==> src/rtl/obi_mux_qos.sv <==
// OBI N:1 multiplexer with round-robin or fixed-priority arbitration, per-port outstanding limits and response routing FIFO.
// Optional per-port grant counters are enabled with `define OBI_MUX_QOS_PERF_CNT_EN.
package obi_pkg;
   typedef struct packed {
      int unsigned AddrWidth;
      int unsigned DataWidth;
      int unsigned IdWidth;
      bit          UseRReady;
   } obi_cfg_t;

   localparam obi_cfg_t ObiDefaultConfig = '{AddrWidth: 32, DataWidth: 32, IdWidth: 1, UseRReady: 1'b0};

   typedef struct packed {
      logic [31:0] addr;
      logic        we;
      logic [3:0]  be;
      logic [31:0] wdata;
      logic [0:0]  aid;
   } obi_a_chan_t;

   typedef struct packed {
      obi_a_chan_t a;
      logic        req;
      logic        rready;
   } obi_req_t;

   typedef struct packed {
      logic [31:0] rdata;
      logic [0:0]  rid;
      logic        err;
   } obi_r_chan_t;

   typedef struct packed {
      obi_r_chan_t r;
      logic        gnt;
      logic        rvalid;
   } obi_rsp_t;
endpackage

module obi_mux_qos #(
   parameter obi_pkg::obi_cfg_t SbrPortObiCfg = obi_pkg::ObiDefaultConfig,
   parameter obi_pkg::obi_cfg_t MgrPortObiCfg = SbrPortObiCfg,
   parameter type sbr_port_obi_req_t = obi_pkg::obi_req_t,
   parameter type sbr_port_obi_rsp_t = obi_pkg::obi_rsp_t,
   parameter type mgr_port_obi_req_t = obi_pkg::obi_req_t,
   parameter type mgr_port_obi_rsp_t = obi_pkg::obi_rsp_t,
   parameter int unsigned NumSbrPorts     = 2,
   parameter int unsigned NumMaxTrans     = 4,
   parameter int unsigned MaxTransPerPort = 2,
   parameter int unsigned ArbMode         = 0
) (
   input  logic                                  clk_i,
   input  logic                                  rst_i,
   input  sbr_port_obi_req_t [NumSbrPorts-1:0]   sbr_ports_req_i,
   output sbr_port_obi_rsp_t [NumSbrPorts-1:0]   sbr_ports_rsp_o,
   output mgr_port_obi_req_t                     mgr_port_req_o,
   input  mgr_port_obi_rsp_t                     mgr_port_rsp_i,
   output logic                                  spurious_rsp_o
`ifdef OBI_MUX_QOS_PERF_CNT_EN
   ,
   output logic [NumSbrPorts-1:0][31:0]          perf_cnt_o
`endif
);

   localparam int unsigned SbrIdW    = SbrPortObiCfg.IdWidth;
   localparam int unsigned MgrIdW    = MgrPortObiCfg.IdWidth;
   localparam int unsigned IdxW      = $clog2(NumSbrPorts);
   localparam int unsigned PtrW      = (NumMaxTrans > 1) ? $clog2(NumMaxTrans) : 1;
   localparam int unsigned UsageW    = $clog2(NumMaxTrans + 1);
   localparam int unsigned CntW      = $clog2(MaxTransPerPort + 1);
   localparam bit          UseRReady = SbrPortObiCfg.UseRReady;

   if (MgrIdW < SbrIdW) begin : g_err_id
      $error("obi_mux_qos: manager IdWidth smaller than subordinate IdWidth");
   end
   if (MgrPortObiCfg.AddrWidth != SbrPortObiCfg.AddrWidth ||
       MgrPortObiCfg.DataWidth != SbrPortObiCfg.DataWidth ||
       MgrPortObiCfg.UseRReady != SbrPortObiCfg.UseRReady) begin : g_err_cfg
      $error("obi_mux_qos: manager and subordinate configs differ outside IdWidth");
   end
   if (NumSbrPorts < 2 || MaxTransPerPort < 1 || MaxTransPerPort > NumMaxTrans || ArbMode > 1) begin : g_err_param
      $error("obi_mux_qos: illegal port count, transaction limit or arbitration mode");
   end

   function automatic logic [PtrW-1:0] ptr_inc(input logic [PtrW-1:0] p);
      return (p == PtrW'(NumMaxTrans - 1)) ? '0 : p + PtrW'(1);
   endfunction

   function automatic logic [IdxW-1:0] idx_inc(input logic [IdxW-1:0] p);
      return (p == IdxW'(NumSbrPorts - 1)) ? '0 : p + IdxW'(1);
   endfunction

   logic [IdxW-1:0]                  fifo_q [NumMaxTrans];
   logic [PtrW-1:0]                  wr_ptr_q, rd_ptr_q;
   logic [UsageW-1:0]                usage_q;
   logic [NumSbrPorts-1:0][CntW-1:0] cnt_q;
   logic                             lock_q;
   logic [IdxW-1:0]                  lock_idx_q, rr_ptr_q;

   logic [NumSbrPorts-1:0] eligible;
   logic [IdxW-1:0]        sel_idx, head;
   logic                   sel_vld, fifo_full, fifo_empty, mgr_req, hs, rsp_vld, pop, head_rready;
   logic [SbrIdW-1:0]      sel_aid;
   logic [MgrIdW-1:0]      mgr_aid;

   always_comb begin
      for (int unsigned i = 0; i < NumSbrPorts; i++) begin
         eligible[i] = sbr_ports_req_i[i].req && (cnt_q[i] < CntW'(MaxTransPerPort));
      end
   end

   // Locked selection holds until the pending request is granted.
   always_comb begin
      int unsigned j;
      j       = 0;
      sel_idx = '0;
      sel_vld = 1'b0;
      if (lock_q) begin
         sel_idx = lock_idx_q;
         sel_vld = sbr_ports_req_i[lock_idx_q].req;
      end else begin
         for (int unsigned k = 0; k < NumSbrPorts; k++) begin
            j = (ArbMode == 1) ? k : (32'(rr_ptr_q) + k) % NumSbrPorts;
            if (!sel_vld && eligible[IdxW'(j)]) begin
               sel_vld = 1'b1;
               sel_idx = IdxW'(j);
            end
         end
      end
   end

   assign fifo_full   = (usage_q == UsageW'(NumMaxTrans));
   assign fifo_empty  = (usage_q == '0);
   assign head        = fifo_q[rd_ptr_q];
   assign head_rready = sbr_ports_req_i[head].rready;
   assign mgr_req     = sel_vld && !fifo_full && !rst_i;
   assign hs          = mgr_req && mgr_port_rsp_i.gnt;
   assign rsp_vld     = mgr_port_rsp_i.rvalid && !fifo_empty && !rst_i;
   assign pop         = rsp_vld && (UseRReady ? head_rready : 1'b1);
   assign spurious_rsp_o = mgr_port_rsp_i.rvalid && fifo_empty && !rst_i;
   assign sel_aid     = sbr_ports_req_i[sel_idx].a.aid;

   if (MgrIdW >= SbrIdW + IdxW) begin : g_aid_prefix
      assign mgr_aid = MgrIdW'({sel_idx, sel_aid});
   end else begin : g_aid_plain
      assign mgr_aid = MgrIdW'(sel_aid);
   end

   always_comb begin
      mgr_port_req_o         = '0;
      mgr_port_req_o.req     = mgr_req;
      mgr_port_req_o.a.addr  = sbr_ports_req_i[sel_idx].a.addr;
      mgr_port_req_o.a.we    = sbr_ports_req_i[sel_idx].a.we;
      mgr_port_req_o.a.be    = sbr_ports_req_i[sel_idx].a.be;
      mgr_port_req_o.a.wdata = sbr_ports_req_i[sel_idx].a.wdata;
      mgr_port_req_o.a.aid   = mgr_aid;
      mgr_port_req_o.rready  = fifo_empty ? 1'b1 : head_rready;
   end

   // Response payload is broadcast; only rvalid is steered to the FIFO head.
   always_comb begin
      for (int unsigned i = 0; i < NumSbrPorts; i++) begin
         sbr_ports_rsp_o[i]         = '0;
         sbr_ports_rsp_o[i].gnt     = hs && (sel_idx == IdxW'(i));
         sbr_ports_rsp_o[i].rvalid  = rsp_vld && (head == IdxW'(i));
         sbr_ports_rsp_o[i].r.rdata = mgr_port_rsp_i.r.rdata;
         sbr_ports_rsp_o[i].r.rid   = mgr_port_rsp_i.r.rid[SbrIdW-1:0];
         sbr_ports_rsp_o[i].r.err   = mgr_port_rsp_i.r.err;
      end
   end

   always_ff @(posedge clk_i) begin
      if (hs) fifo_q[wr_ptr_q] <= sel_idx;
   end

   always_ff @(posedge clk_i or posedge rst_i) begin
      if (rst_i) begin
         wr_ptr_q   <= '0;
         rd_ptr_q   <= '0;
         usage_q    <= '0;
         cnt_q      <= '0;
         lock_q     <= 1'b0;
         lock_idx_q <= '0;
         rr_ptr_q   <= '0;
      end else begin
         if (hs)  wr_ptr_q <= ptr_inc(wr_ptr_q);
         if (pop) rd_ptr_q <= ptr_inc(rd_ptr_q);
         usage_q    <= usage_q + UsageW'(hs) - UsageW'(pop);
         lock_q     <= mgr_req && !mgr_port_rsp_i.gnt;
         lock_idx_q <= sel_idx;
         if (ArbMode == 0 && hs) rr_ptr_q <= idx_inc(sel_idx);
         for (int unsigned i = 0; i < NumSbrPorts; i++) begin
            if (hs && sel_idx == IdxW'(i) && !(pop && head == IdxW'(i))) begin
               cnt_q[i] <= cnt_q[i] + CntW'(1);
            end else if (pop && head == IdxW'(i) && !(hs && sel_idx == IdxW'(i))) begin
               cnt_q[i] <= cnt_q[i] - CntW'(1);
            end
         end
      end
   end

`ifdef OBI_MUX_QOS_PERF_CNT_EN
   function automatic logic [31:0] sat_inc(input logic [31:0] v);
      return (v == '1) ? v : v + 32'd1;
   endfunction

   logic [NumSbrPorts-1:0][31:0] perf_q;

   always_ff @(posedge clk_i or posedge rst_i) begin
      if (rst_i) begin
         perf_q <= '0;
      end else begin
         for (int unsigned i = 0; i < NumSbrPorts; i++) begin
            if (hs && sel_idx == IdxW'(i)) perf_q[i] <= sat_inc(perf_q[i]);
         end
      end
   end

   assign perf_cnt_o = perf_q;
`endif

endmodule
==> config.mk <==
export PLATFORM = sky130hd
export DESIGN_NAME = obi_mux_qos
export DESIGN_NICKNAME = d
export VERILOG_FILES = /design/src/rtl/obi_mux_qos.sv
export SDC_FILE = /design/constraint.sdc
export NUM_CORES = 1
export LEC_CHECK = 0
export BUFFER_PORTS_ARGS = -buffer_cell sky130_fd_sc_hd__buf_2
export CORE_AREA = 2 2 126 128
export CTS_CLUSTER_DIAMETER = 40
export CTS_CLUSTER_SIZE = 8
export DETAILED_ROUTE_END_ITERATION = 10
export DIE_AREA = 0 0 128 130
export PLACE_DENSITY = 0.47
export SYNTH_ARGS = -nofsm -noshare
export SYNTH_HDL_FRONTEND = slang
export SYNTH_SLANG_ARGS = --single-unit
==> constraint.sdc <==
create_clock -name clk_i -period 2.3 [get_ports clk_i]
set_input_delay 0.345 -clock clk_i [delete_from_list [all_inputs] [get_ports clk_i]]
set_output_delay 0.345 -clock clk_i [all_outputs]
set_load 0.02 [all_outputs]
# Word level (Yosys, flattened, before mapping)
# Memories as Yosys holds them, arrays and structs flattened.
# Cells that the tools add are included.
# word_totals
regBits	14
ramBits	4
inputBits	182
output_inout_bits	145
wordCells	89
memories	1
# mem_list
memory	words	word_bits	rd	rd_ports_with_merged_regs	write_ports	line	rtl
fifo_q	4	1	1	0	1	93	logic [IdxW-1:0] fifo_q [NumMaxTrans];
# op_classes
addsub	10
order_cmp	7
n_eq_ne	3
muxes	27
bitwise	2
reduce_logical	31
# op_table
cell	n
72-bit two-way mux	2
1-bit logical AND	19
1-bit two-way mux	17
2-bit two-way mux	8
1-bit by 2-bit < comparator with 1-bit output, second input constant	5
1-bit logical NOT	9
2-bit by 1-bit adder with 2-bit output, second input constant	4
2-bit equality test, second input constant	2
2-bit < comparator, second input constant	2
2-bit nonzero test	2
2-bit by 1-bit subtractor with 2-bit output, second input constant	2
3-bit by 1-bit adder with 3-bit output	1
3-bit equality test, second input constant	1
3-bit logical NOT	1
3-bit by 1-bit subtractor with 3-bit output	1
1-bit adder, second input constant	2
1-bit inverter	2

# Depth between registers and ports, before layout
# depth
ltp_word	18
depth_mapped	11
mapped_depth_nobuf	11

# Least setup slack after synthesis
# OpenSTA, ideal clock, no wires.
# synth_path
kind	reg-to-reg
from	register cnt_q[3] (netlist name)
to	register usage_q[2]
setup_time_ns	0.125
arrival_ns	2.249
required_ns	2.175
setup_slack_ns	-0.074
stages_incl_launch_ff	12
path_buffers	0
synth_period_minus_slack_ns	2.374
path_cell_list	dfrtp_1 -> or2_0 -> a21boi_0 -> o211a_2 -> inv_1 -> ha_1 -> inv_1 -> ha_1 -> inv_1 -> fa_1 -> xnor2_1 -> xnor2_1
# synth_between
elab_chain_len	15
word_cells_on_any_way	17
cone_classes	2 x add/sub; 1 x order compare; 8 x mux; 6 x reduce/logical
# synth_rtl
element	line	rtl
from (decl)	96	logic [NumSbrPorts-1:0][CntW-1:0] cnt_q;
from (signal, indexed assignment)	194	cnt_q[i] <= cnt_q[i] + CntW'(1);
from (signal, indexed assignment)	196	cnt_q[i] <= cnt_q[i] - CntW'(1);
2-bit < comparator (*)	108	eligible[i] = sbr_ports_req_i[i].req && (cnt_q[i] < CntW'(MaxTransPerPort));
1-bit logical AND (*)	108	
1-bit two-way mux (implied by the code) (2 in a row)	124	if (!sel_vld && eligible[IdxW'(j)]) begin
1-bit two-way mux	124	
1-bit two-way mux	118	if (lock_q) begin
1-bit logical NOT	124	
1-bit logical AND	124	
1-bit two-way mux (*)	124	
1-bit two-way mux (*)	118	
1-bit logical AND (*) (2 in a row)	136	assign mgr_req = sel_vld && !fifo_full && !rst_i;
1-bit logical AND (*)	137	assign hs = mgr_req && mgr_port_rsp_i.gnt;
3-bit by 1-bit adder with 3-bit output (*)	188	usage_q <= usage_q + UsageW'(hs) - UsageW'(pop);
3-bit by 1-bit subtractor with 3-bit output (*)	188	
to (signal assigned)	188	
to (decl)	95	logic [UsageW-1:0] usage_q;
# Every way passes the cells marked *; elsewhere a longest branch is shown, timed or not. The select of a mux whose other input is x is not followed.
# A chain may end at the register's enable or synchronous reset.

==> out/summary.txt <==
setup violators final: 7
fill count: 1640
Crit Path Category: flip-flop to output pin
# clock sinks: 18
VDD IR max: 0.0005542 V
failing checks: setup timing
routed wire length per instance: 17.34 µm
Layout Cells excl Fill: 602
layout net count: 602
Root Buffer: clkbuf_16
Relative slew margins: 81.45%
DRC: 0
RSZ-0062 raised after global routing: yes
Vias per Instance: 3.875
Final Instance Area: 4146 µm²
Yosys reg bits: 18
fraction of layout cells with a size suffix above 1: 78.73%
Max-Cap Viols: 0
r2r startpoint: cnt_q[3]
WP data arrival: 1.97 ns
Worst R2R End: usage_q[2]
Layout area overhead: 72.07%
Setup crit start: cnt_q[3]
Worst Hold Class: input port to async pin
outcome: finished, violations left
Storage cell area: 470.5 µm²
Synthesized Nets: 423
Clock Path Buffers: 2
Multi-input gate area: 1501 µm²
Core ar.: 15420 µm²
RePlAce Congestion: 0.7624
Die X-Extent: 128 µm
CTS Buf Count: 3
Via Count: 2333
Setup crit start kind: flip-flop
Pins Over Slew Limit: 0
crit share post-route: 100.8%
Synth Area per Inst: 10.43 µm²
placed cell count: 581
P_leak: 2.176 nW
first-pass GRT wire length: 12280 µm
YS warnings: 0
final wirelength: 10440 µm
Pwr per Cell Area: 979.2 nW/µm²
largest net degree at the start of global routing: 25
worst hold slack: 0.1558 ns
R2R setup slack: 0.01 ns
post-synthesis cell count: 231
initial core utilization: 15.62%
Final Critical Period: 2.318 ns
setup slack after layout: -0.01759 ns
H-tree Lvls: 1
area of the mapped netlist: 2410 µm²
initial antenna violation count: 4
GRT overflow: 0
Least-Margin Pin Slew: 0.2777 ns
Port Buf Inserts: 224
path depth of the worst reg2reg path: 11
Die Footprint: 16640 µm²
Total GRT Usage: 9.911%
CTS tree: built
drt first pass iters: 4
CTS clk-pin slew, worst paths: 0.05 ns
Post-DP HPWL: 7915 µm
final hold violation count: 0
FP Rows: 46
vias in the first global route: 2127
drt first-iter violations: 44
Post-CTS Hold Buffers: 0
sequential-to-total area share from yosys stat: 19.52%
worst slack at placement: -0.06234 ns
Top Ports: 327
total power: 0.004060 W
CP endpoint kind: output pin
die height: 130 µm
CP required: 1.96 ns
Worst Clk Skew: 0.002033 ns
Yosys cell types: 30
placed inst area: 3281 µm²
Max Clk Rate: 431.5 MHz
final antenna-violating net count: 0
Skew-Pair Late Insertion Delay: 0.24 ns
Worst Path Max Fanout: 12
cells in the mapped netlist:
cell type | n | area, µm²
mux2_1 | 60 | 675.7
mux2_4 | 7 | 105.1
nor2_1 | 8 | 30.03
nor4_1 | 1 | 6.260
mux2_2 | 7 | 78.83
nand2_1 | 3 | 11.26
fa_1 | 1 | 20.02
a21boi_0 | 1 | 7.510
inv_1 | 11 | 41.29
edfxtp_1 | 4 | 120.1
or3_4 | 1 | 11.26
o211a_2 | 1 | 10.01
nor3b_1 | 2 | 15.01
or2_0 | 1 | 6.260
a21oi_1 | 1 | 5.000
nand2_4 | 1 | 11.26
ha_1 | 9 | 112.6
and3_1 | 2 | 12.51
buf_6 | 6 | 67.56
nor3_1 | 1 | 5.000
dfrtp_1 | 14 | 350.3
and2_1 | 4 | 25.02
xor2_1 | 4 | 35.03
mux2i_1 | 2 | 20.02
nand2b_1 | 2 | 12.51
buf_2 | 1 | 5.000
mux4_2 | 1 | 22.52
o311ai_4 | 1 | 26.28
xnor2_1 | 4 | 35.03
buf_4 | 70 | 525.5
cell families after synthesis:
kind of cell | Yosys count | synth area share [%]
mux | 77 | 37.44
xor+xnor | 8 | 2.907
flops | 18 | 19.52
simple gates | 26 | 6.074
fa+ha+maj | 10 | 5.504
buf+inv | 88 | 26.53
compound gates | 4 | 2.025
layout make-up:
type	instances	share of cell area [%]
clock buffer	4	1.901
multi-input combinational	125	36.21
sequential	18	11.35
timing repair buffer	251	43.69
inverter	11	0.9958
tap	192	5.794
antenna	1	0.06035
metal layers:
layer  track usage, %  vias to the layer above  part of all wire, %
met4            1.357                        2                  1.1
met3            5.535                        8                   12
met2            16.83                      185                   50
met5                0                        -                 0.12
li1                 -                     1075                    -
met1            11.23                     1063                   37
sequential cells by signal, summed over array words and instances (netlist names):
name and cells:
cnt_q 4, fifo_q 4, usage_q 3, rd_ptr_q 2, wr_ptr_q 2, lock_idx_q 1
lock_q 1, rr_ptr_q 1
report_power, final:
part           switching (W)  internal, W  total (W)
combinational        0.00141      0.00174    0.00315
clock               0.000109     0.000235   0.000344
sequential          0.000102     0.000464   0.000566
repair_timing:
action / CTS / global route
cloned: 4 / 3
pin swaps: 5 / 1
setup buffers: 6 / 3
resized for setup: 46 / 116
endpoints found under the setup margin: 51 / 64
worst max-delay path, cell delays in order, from the launching register on:
cell	delay, ns
dfrtp_1	0.39
buf_6	0.13
nor2_4	0.12
o311ai_4	0.12
nand2_4	0.10
buf_12	0.17
buf_16	0.17
mux2_2	0.33
buf_2	0.17
worst max path at each step:
stage               depth (start not counted)                 end  slack (ns)
floorplan                                  11          usage_q[2]       0.002
global route                               11          usage_q[2]        -0.1
CTS                                         7  mgr_port_req_o[50]       -0.03
finish                                      8  mgr_port_req_o[55]       -0.02
global placement                           11          usage_q[2]        0.03
detailed placement                         11          usage_q[2]       -0.06
metrics by stage:
stage / setup TNS (ns) / utilization (%)
CTS: -0.4395 / 23.79
floorplan: 0 / -
detailed placement: -0.06234 / 21.27
finish: -0.04537 / 26.88
global route: -1.118 / 26.87
global placement: 0 / 21.27
placed cells by master, fill, tap and decap left out, types with 2 or more instances in the layout:
cell	n
nand2b_1	2
buf_2	175
and2_1	4
xor2_1	4
mux2_2	5
edfxtp_1	4
nor3b_1	2
ha_1	9
buf_16	5
dfrtp_1	14
nand2_1	3
buf_6	48
xnor2_1	3
mux2_4	53
buf_4	17
buf_12	4
mux2_1	16
nor2_1	7
clkbuf_16	5
inv_1	10
mux2i_1	2
and3_1	2
(Power assumes the default switching activity.)
